**src/rtl/seq_add_controller.sv**
```systemverilog
// ============================================================================
//  Module      : seq_add_controller
//  Description : Multi-cycle WIDTH-bit add/subtract on one time-shared
//                SLICE-bit carry-lookahead slice, LSB slice first.
//                Optional macro SEQ_ADD_SUB_EN enables subtraction.
//  Revision    : 1.0 - initial release
// ============================================================================
`default_nettype none

module seq_add_controller #(
    parameter int WIDTH = 32,
    parameter int SLICE = 8
) (
    input  logic             clk,
    input  logic             rst,
    input  logic             start,
    input  logic [WIDTH-1:0] a,
    input  logic [WIDTH-1:0] b,
    input  logic             sub,
    output logic             ready,
    output logic             done,
    output logic [WIDTH-1:0] sum,
    output logic             c_out,
    output logic             ovf,
    output logic             zero
);

    localparam int NS    = WIDTH / SLICE;
    localparam int NG    = SLICE / 4;
    localparam int IDX_W = (NS > 1) ? $clog2(NS) : 1;
    localparam logic [IDX_W-1:0] c_LAST = IDX_W'(NS - 1);

    typedef enum logic [1:0] {
        S_IDLE = 2'd0,
        S_RUN  = 2'd1,
        S_DONE = 2'd2
    } state_t;

    state_t             r_state;
    logic [WIDTH-1:0]   r_op_a, r_op_b, r_acc, r_sum;
    logic [IDX_W-1:0]   r_idx;
    logic               r_cr, r_ready, r_done, r_c_out, r_ovf, r_zero;

    logic               w_sub;
    logic [SLICE-1:0]   w_sa, w_sb, w_g, w_p, w_sum_slice;
    logic [NG-1:0]      w_grp_g, w_grp_p;
    logic [NG:0]        w_gc;
    logic [WIDTH-1:0]   w_acc_next;
    logic               w_last;

`ifdef SEQ_ADD_SUB_EN
    assign w_sub = sub;
`else
    // Port kept for drop-in compatibility; its value never reaches the datapath.
    assign w_sub = sub & 1'b0;
`endif

    assign w_sa = r_op_a[int'(r_idx)*SLICE +: SLICE];
    assign w_sb = r_op_b[int'(r_idx)*SLICE +: SLICE];
    assign w_g  = w_sa & w_sb;
    assign w_p  = w_sa ^ w_sb;

    generate
        for (genvar j = 0; j < NG; j++) begin : g_grp
            logic [3:0] w_bg, w_bp, w_bc;
            assign w_bg = w_g[4*j +: 4];
            assign w_bp = w_p[4*j +: 4];
            assign w_bc[0] = w_gc[j];
            assign w_bc[1] = w_bg[0] | (w_bp[0] & w_gc[j]);
            assign w_bc[2] = w_bg[1] | (w_bp[1] & w_bg[0]) | (&w_bp[1:0] & w_gc[j]);
            assign w_bc[3] = w_bg[2] | (w_bp[2] & w_bg[1]) | (&w_bp[2:1] & w_bg[0])
                           | (&w_bp[2:0] & w_gc[j]);
            assign w_grp_g[j] = w_bg[3] | (w_bp[3] & w_bg[2]) | (&w_bp[3:2] & w_bg[1])
                              | (&w_bp[3:1] & w_bg[0]);
            assign w_grp_p[j] = &w_bp;
            assign w_sum_slice[4*j +: 4] = w_bp ^ w_bc;
        end
    endgenerate

    // Level-1 lookahead: each group carry as a flat sum of products of group G/P.
    always_comb begin : p_lookahead
        logic v_or, v_prop;
        w_gc    = '0;
        w_gc[0] = r_cr;
        v_or    = 1'b0;
        v_prop  = 1'b0;
        for (int j = 0; j < NG; j++) begin
            v_or = 1'b0;
            for (int k = 0; k <= j; k++) begin
                v_prop = w_grp_g[k];
                for (int m = k + 1; m <= j; m++) v_prop = v_prop & w_grp_p[m];
                v_or = v_or | v_prop;
            end
            v_prop = r_cr;
            for (int m = 0; m <= j; m++) v_prop = v_prop & w_grp_p[m];
            w_gc[j+1] = v_or | v_prop;
        end
    end

    always_comb begin
        w_acc_next = r_acc;
        w_acc_next[int'(r_idx)*SLICE +: SLICE] = w_sum_slice;
    end

    assign w_last = (r_idx == c_LAST);

    always_ff @(posedge clk) begin
        if (rst) begin
            r_state <= S_IDLE;
            r_ready <= 1'b1;
            r_done  <= 1'b0;
            r_sum   <= '0;
            r_c_out <= 1'b0;
            r_ovf   <= 1'b0;
            r_zero  <= 1'b0;
            r_acc   <= '0;
            r_idx   <= '0;
            r_cr    <= 1'b0;
            r_op_a  <= '0;
            r_op_b  <= '0;
        end else begin
            case (r_state)
                S_IDLE, S_DONE: begin
                    r_done <= 1'b0;
                    if (start) begin
                        r_op_a  <= a;
                        r_op_b  <= w_sub ? ~b : b;
                        r_cr    <= w_sub;
                        r_idx   <= '0;
                        r_ready <= 1'b0;
                        r_state <= S_RUN;
                    end else begin
                        r_ready <= 1'b1;
                        r_state <= S_IDLE;
                    end
                end
                S_RUN: begin
                    r_acc <= w_acc_next;
                    r_cr  <= w_gc[NG];
                    r_idx <= r_idx + IDX_W'(1);
                    if (w_last) begin
                        r_state <= S_DONE;
                        r_done  <= 1'b1;
                        r_ready <= 1'b1;
                        r_sum   <= w_acc_next;
                        r_c_out <= w_gc[NG];
                        r_ovf   <= (r_op_a[WIDTH-1] == r_op_b[WIDTH-1])
                                 & (w_acc_next[WIDTH-1] != r_op_a[WIDTH-1]);
                        r_zero  <= (w_acc_next == '0);
                    end
                end
                default: begin
                    r_state <= S_IDLE;
                    r_ready <= 1'b1;
                    r_done  <= 1'b0;
                end
            endcase
        end
    end

    assign ready = r_ready;
    assign done  = r_done;
    assign sum   = r_sum;
    assign c_out = r_c_out;
    assign ovf   = r_ovf;
    assign zero  = r_zero;

endmodule

`default_nettype wire

```
**config.mk**
```make
export PLATFORM = sky130hd
export DESIGN_NAME = seq_add_controller
export DESIGN_NICKNAME = d
export VERILOG_FILES = /design/src/rtl/seq_add_controller.sv
export SDC_FILE = /design/constraint.sdc
export NUM_CORES = 1
export LEC_CHECK = 0
export CELL_PAD_IN_SITES_DETAIL_PLACEMENT = 2
export CELL_PAD_IN_SITES_GLOBAL_PLACEMENT = 2
export CORE_ASPECT_RATIO = 0.6
export CORE_MARGIN = 2
export CORE_UTILIZATION = 32
export DETAILED_ROUTE_END_ITERATION = 10
export PLACE_DENSITY_LB_ADDON = 0.1
export SYNTH_ARGS = -nofsm -noshare
export SYNTH_HDL_FRONTEND = slang
export SYNTH_SLANG_ARGS = --single-unit
```
**constraint.sdc**
```tcl
create_clock -name clk -period 4.65 [get_ports clk]
set_clock_uncertainty 0.1 [all_clocks]
set_input_delay 0.93 -clock clk [delete_from_list [all_inputs] [get_ports clk]]
set_output_delay 0.93 -clock clk [all_outputs]
set_load 0.05 [all_outputs]
```
=== Word-level counts from Yosys, hierarchy flattened ===
Index checks and enable logic that the tools add are counted.

* Output and inout port bits: 37
* Register bits after elaboration: 138
* Bits of input ports: 68

* Equal/unequal tests: 7
* Bitwise gates (word level): 48
* $add $sub $neg: 2
* Shift-type cells: 4
* Reductions and logical operators: 20
* Mux-type cells: 11

{| class="wikitable"
|+ Operator list
! operator !! count
|-
| $shiftx 32x6->8 || 2
|-
| $neg 5->33 || 1
|-
| $shift 8x33->32 const A || 1
|-
| $shiftx 8x33->32 || 1
|-
| $bwmux 32 || 1
|-
| $logic_not 32->1 || 1
|-
| $and 1x1->1 || 22
|-
| $or 1x1->1 || 21
|-
| $reduce_and 2->1 || 9
|-
| $reduce_and 3->1 || 4
|-
| $and 8x8->8 || 1
|-
| $pmux 2 s2 || 2
|-
| $reduce_and 4->1 || 2
|-
| $xor 4x4->4 || 2
|-
| $xor 8x8->8 || 1
|-
| $eq 2x2->1 const B || 2
|-
| $mux 1 || 4
|-
| $mux 2 || 2
|-
| $ne 2x2->1 const B || 2
|-
| $pmux 1 s2 || 2
|-
| $reduce_or 2->1 || 2
|-
| $add 2x1->2 const B || 1
|-
| $eq 2x1->1 const B || 1
|-
| $logic_not 2->1 || 1
|-
| 4 further kinds || 4
|}

=== Depth between registers and ports, before layout ===
* Word-level depth: 14
* Depth in mapped cells: 14

=== Worst setup path before layout ===
Ideal clock, no wire load.

* Kind: register to register
* Start point: register r_idx[0]
* End point: register r_zero (netlist: zero)
* Data required time: 4.476 ns
* Data arrival time: 3.609 ns
* Stages on the path, launching flop included: 15
* Path slack: 0.867 ns
* Setup time: 0.074 ns
* Cell sequence: dfxtp_1 buf_2 buf_2 mux4_2 ha_1 nand3_1 o2111a_1 inv_1 fa_1 and4_1 a21oi_1 nand4_1 nor3_1 nand4_1 o21ai_0

* Cells in the longest elaborated chain, start to end: 13
* Elaborated cells on any way between the ends: 54
* Classes of those cells: add/sub: 1; eq/ne: 1; shift: 4; mux: 1; bitwise: 36; reduce/logical: 11

{| class="wikitable"
|+ Ends and longest elaborated chain
! item !! line !! text
|-
| start, declared || 41 || <nowiki>logic [IDX_W-1:0] r_idx;</nowiki>
|-
| start signal, assigned || 140 || <nowiki>r_idx <= r_idx + IDX_W'(1);</nowiki>
|-
| $shiftx 32x6->8 (on tied branches) || 58, 59 ||
|-
| $xor 8x8->8 or $and 8x8->8 (tied branches) || 61, 60 ||
|-
| $and 1x1->1 or $reduce_and 2->1 (tied branches) || 73 || <nowiki>assign w_grp_g[j] = w_bg[3] | (w_bp[3] & w_bg[2]) | (&w_bp[3:2] & w_bg[1])</nowiki>
|-
| $or 1x1->1 or $and 1x1->1 (tied branches) || 73 ||
|-
| $or 1x1->1 || 73 ||
|-
| $or 1x1->1 || 74 || <nowiki>| (&w_bp[3:1] & w_bg[0]);</nowiki>
|-
| $or 1x1->1 || 96 || <nowiki>w_gc[j+1] = v_or | v_prop;</nowiki>
|-
| $and 1x1->1 (on tied branches) || 69, 70, 72 ||
|-
| $or 1x1->1 (on tied branches) || 69, 70, 72 ||
|-
| $xor 4x4->4 || 76 || <nowiki>assign w_sum_slice[4*j +: 4] = w_bp ^ w_bc;</nowiki>
|-
| $shiftx 8x33->32 || 102 || <nowiki>w_acc_next[int'(r_idx)*SLICE +: SLICE] = w_sum_slice;</nowiki>
|-
| $bwmux 32 || 102 ||
|-
| $logic_not 32->1 || 149 || <nowiki>r_zero <= (w_acc_next == '0);</nowiki>
|-
| end signal, assigned || 149 ||
|-
| end, declared || 42 || <nowiki>logic r_cr, r_ready, r_done, r_c_out, r_ovf, r_zero;</nowiki>
|}

Several ways; a longest one is shown, not always the timed one.
A chain may end at the register's enable or synchronous reset.

=== Final worst setup path ===
Ends and elaborated chain as after synthesis.

==> results <==
- After filler insertion, the fill cell instance count of the layout stands at 1999.
- Of the available clock period, the critical path in the final layout requires 90.93%.
- The final count of pins violating max slew came to 0.
- STA classifies the critical path startpoint as a register.
- The post-route core utilization is 42.81%.
- In the final layout, the multi-input gates occupy 3059 um2.
- The relative slew slack is 20.70%.
- Setup violations remaining at the end of the flow were counted as 0.
- By area, the combinational part of the netlist is dominated by simple AND/OR/NAND/NOR gates.
- The synthesized area is 6052 um2.
- The synthesized area divided by synthesized cell count is 8.621 um2.
- The number of I/O port buffers is 103.
- In the routed design, unresolved DRC markers number 0.
- Synthesis handed over a netlist of 702 instances.
- For this run, the slowest stage of the critical path takes 0.62 ns.
- The post-detailed-route wirelength per cell is 20.05 um.
- The highest ir drop seen on vdd is 0.0002524 V.
- In this run, post-CTS repair resized a total of 0 instances.
- The depth of the worst register-to-register path is 13.
- The area added between synthesis and finish is 29.48%.
- The congestion estimate from routability-driven global placement came to 0.7956.
- The number of flip-flops and latches in the synthesized netlist is 138.
- Measured along the y axis, the die boundary spans 110.5 um.
- The total count of hold-check failures in the final report is 0.
- After synthesis, the share of cell area in mux cells is 5.954%.
- The start point of the worst hold path is r_op_b[26].
- Summing the areas of all and, or, nand and nor instances in the mapped netlist gives 20.49% of the synthesized area.
- The clock passes through at most 2 buffers.
- The clock net in this run drives a total of 138 sinks.
- The total power density per cell area is 381.8 nW/um2.
- Net switching is 27.90% of the power.
- The share of synthesized registers carrying an async set or reset is 0%.
- For this run, the register share of the synthesized area comes to 45.65%.
- The floorplan has 38 rows.
- The repair_antennas step left the layout with diodes totalling 0.
- Subtracting the final worst setup slack from the clock period gives 4.228 ns.
- The number of setup buffers added after CTS is 0.
- The H-tree generated during clock tree synthesis spans 4 levels.
- The transition at the pin with the smallest max-transition slack is 1.181 ns.
- The overall track demand over capacity in global routing is 21.51%.
- The clock reaches the later pin of the worst-skew pair after 0.43 ns.
- The hold buffer count at cts is 0.
- The leakage power of the design is 2.844 nW.
- The dominant cell type by area after synthesis is sky130_fd_sc_hd__dfxtp_1.
- For this configuration, the core starts out at a cell density of 33.06%.
- Counting flops with a built-in enable in the synthesized netlist gives 0.
- Sorting the synthesized cells by how often they occur yields sky130_fd_sc_hd__dfxtp_1 (138), sky130_fd_sc_hd__nand2_1 (136), sky130_fd_sc_hd__nor2_1 (83).
- The endpoint identified for the worst register-to-register timing path is zero.
- The number of nets at the end of the flow is 870.
- The arrival time at the worst endpoint is 4.48 ns.
- TritonCTS created 17 clock buffers.
- Setup repair after global routing left no endpoint under its margin.
- The clock transition at the registers of the reported paths is 0.06 ns.
- After detailed placement, the total cell area comes to 7293 um2.
- The first global-routing pass estimated 33.82 mm of wire.
- The part of the total power dissipated in sequential elements is 42.5%.
- The initial detailed-routing violation count is 299.
- The internal portion of the total power is 2.157 mW.
- The share of total power in combinational logic is 15.1%.
- Using the TritonRoute via totals, the vias-per-cell ratio works out to 5.325.
- At the worst endpoint, the required time is 4.90 ns.
- The post-placement cell count is 1007.
- The number of buffers and inverters on the critical path is 2.
- The finished layout holds 1038 standard cells, fillers aside.
- The number of global-route vias before repair came to 6137.
- The clock share of power is 42.4%.
- The synthesized netlist devotes 0.7236% of its cell area to XOR and XNOR gates.
- The worst register-to-register path has a setup slack of 0.42 ns.
- By area the synthesized netlist is led by sky130_fd_sc_hd__dfxtp_1 (46%), sky130_fd_sc_hd__nand2_1 (8.4%), sky130_fd_sc_hd__a21oi_1 (6.3%).
- The post-synth net total is 786.
- After legalization and detailed placement, the total HPWL measured 14.65 mm.
- The die area is 20060 um2.
- 105 I/O pins were placed.
- The number of search-and-repair iterations in the first detailed-routing pass is 4.
- The worst hold margin is 0.3557 ns.
- The number of distinct library cells after synthesis is 51.
- Walking the worst path, the cells encountered are buf_4, mux4_2, ha_1, nand3_1, o2111a_1, inv_1, fa_1, o21ai_0, nor4b_1, nand4_1, nor3_1, nand4_1, o21ai_0.
- After synthesis, the largest area contributor takes up 45.65% of total cell area.
- The end of the worst hold path is r_op_b[26].
- The endpoint kind of the worst setup timing path is a register.
- The startpoint of the worst register-to-register path is r_idx[0].
- Summing the areas of all compound-gate instances in the mapped netlist gives 19.62% of the synthesized area.
- The maximum number of pins on one net before global-route repair is 89.
- The total negative slack for setup checks is 0 ns.
- The total global routing overflow is 0.
- The final setup slack of the worst path is 0.4220 ns.
- Summed over all layers, the routed wires come to 20.81 mm.
- The net switching power is 0.8346 mW.
- The floorplan step set the die width to 181.5 um.
- The routed layout has 5527 vias.
- Along the worst path, the maximum fanout reaches 16.
- Cells with a size suffix above 1 make up 8.521% of the layout.
- The overall power after layout is 2.992 mW.
- Timing analysis after detailed placement gives a worst setup slack of 0.5354 ns.
- The worst hold path was traced through 2 stages.
- The critical path start-end classification is reg -> reg.
- The area of the placeable core is 18310 um2.
- In this design, the largest share of critical-path delay is due to simple AND/OR/NAND/NOR gates.
- The finished cells cover 7836 um2.
- On the critical path, the stage with the largest delay is an instance of sky130_fd_sc_hd__mux4_2.
- The tree is rooted in a sky130_fd_sc_hd__clkbuf_16.
- The adder-cell area share of the yosys netlist is 3.556%.
- The run finished with clean final reports.
- The number of synthesis warnings is 0.
- Registers take 2763 um2.
- The commonest register cell after synthesis is sky130_fd_sc_hd__dfxtp_1.
- The most common cell in the synthesized netlist is sky130_fd_sc_hd__dfxtp_1.
- Based on the critical path, the design can be clocked at up to 0.2365 GHz.
- The initial antenna violation count is 0.
- The type of the most critical hold path is reg -> reg.
- The count of maximum capacitance violations is 0.
- The clock tree from TritonCTS is done.
- The number of nets still failing antenna checks after routing is 0.
[layout make-up]
cell class	instances	share of cell area (%)
tap	240	3.832
timing repair buffer	115	14.27
clock buffer	24	6.403
inverter	14	0.6706
sequential	138	35.25
multi-input combinational	500	39.04
clock inverter	7	0.5269
[state kept, by name (all words and copies together), names as in the netlist]
signal	cells
ovf	1
r_idx	2
r_op_a	32
ready	1
r_state	2
r_acc	32
r_cr	1
c_out	1
sum	32
zero	1
r_op_b	32
done	1
[how the worst max path moves through the flow]
stage            to  slack [ns]  cells past startpoint  startpoint
2_1_floorplan  zero        0.87                     14    r_idx[0]
3_3_place_gp   zero        0.75                     13    r_idx[0]
3_5_place_dp   zero        0.54                     13    r_idx[0]
4_1_cts        zero        0.49                     13    r_idx[0]
5_1_grt        zero        0.22                     13    r_idx[0]
6_report       zero        0.42                     13    r_idx[0]
[worst reg2reg max path: stages, from the launching register on]
cell and delay, ns:
sky130_fd_sc_hd__dfxtp_1 0.33, sky130_fd_sc_hd__buf_4 0.33, sky130_fd_sc_hd__mux4_2 0.63, sky130_fd_sc_hd__ha_1 0.39, sky130_fd_sc_hd__nand3_1 0.14, sky130_fd_sc_hd__o2111a_1 0.23, sky130_fd_sc_hd__inv_1 0.06, sky130_fd_sc_hd__fa_1 0.60
sky130_fd_sc_hd__o21ai_0 0.23, sky130_fd_sc_hd__nor4b_1 0.42, sky130_fd_sc_hd__nand4_1 0.16, sky130_fd_sc_hd__nor3_1 0.24, sky130_fd_sc_hd__nand4_1 0.13, sky130_fd_sc_hd__o21ai_0 0.16
[kinds of logic after synthesis]
family | count (synthesis)
buffers and inverters | 64
adders and majority gates | 16
and+or+nand+nor | 285
muxes | 16
AOI/OAI and AO/OA | 178
DFF | 138
xor gates and xnor gates | 5
[power by group through the flow]
stage | clock network [mW] | logic, mW | registers, mW
6_report | 1.27 | 0.452 | 1.27
5_1_grt | 1.36 | 0.497 | 1.28
4_1_cts | 1.30 | 0.454 | 1.27
3_5_place_dp | 0 | 0.446 | 1.29
3_3_place_gp | 0 | 0.426 | 1.29
2_1_floorplan | 0 | 0.264 | 1.29
[cells in the final DEF (no fill, tap or decap), types with 4 or more instances in the layout]
| cell | Yosys | final |
|---|---|---|
| sky130_fd_sc_hd__clkbuf_16 | 0 | 17 |
| sky130_fd_sc_hd__clkdlybuf4s50_1 | 0 | 102 |
| sky130_fd_sc_hd__nand3_1 | 5 | 5 |
| sky130_fd_sc_hd__dfxtp_1 | 138 | 138 |
| sky130_fd_sc_hd__o21ai_0 | 10 | 10 |
| sky130_fd_sc_hd__clkbuf_8 | 0 | 5 |
| sky130_fd_sc_hd__clkinv_2 | 0 | 5 |
| sky130_fd_sc_hd__inv_1 | 12 | 12 |
| sky130_fd_sc_hd__nor3_1 | 20 | 20 |
| sky130_fd_sc_hd__nor2_1 | 83 | 83 |
| sky130_fd_sc_hd__xor2_1 | 4 | 4 |
| sky130_fd_sc_hd__nand4_1 | 5 | 5 |
| sky130_fd_sc_hd__a211oi_1 | 36 | 36 |
| sky130_fd_sc_hd__mux4_2 | 16 | 16 |
| sky130_fd_sc_hd__a21oi_1 | 76 | 76 |
| sky130_fd_sc_hd__a221oi_1 | 12 | 12 |
| sky130_fd_sc_hd__buf_4 | 0 | 13 |
| sky130_fd_sc_hd__a22oi_1 | 26 | 26 |
| sky130_fd_sc_hd__and2_1 | 5 | 5 |
| sky130_fd_sc_hd__ha_1 | 14 | 14 |
| sky130_fd_sc_hd__and3_1 | 4 | 4 |
| sky130_fd_sc_hd__nand2_1 | 136 | 136 |
[layer usage]
| layer | wire (um) | track usage (%) | up-vias |
|---|---|---|---|
| met1 | 10530 | 30.31 | 2739 |
| met3 | 1041 | 4.617 | 22 |
| met4 | 234 | 6.179 | 0 |
| li1 | - | - | 2649 |
| met2 | 9006 | 33.08 | 117 |
| met5 | 0 | 0 | - |
No activity file was read; power rests on OpenSTA's default activity.
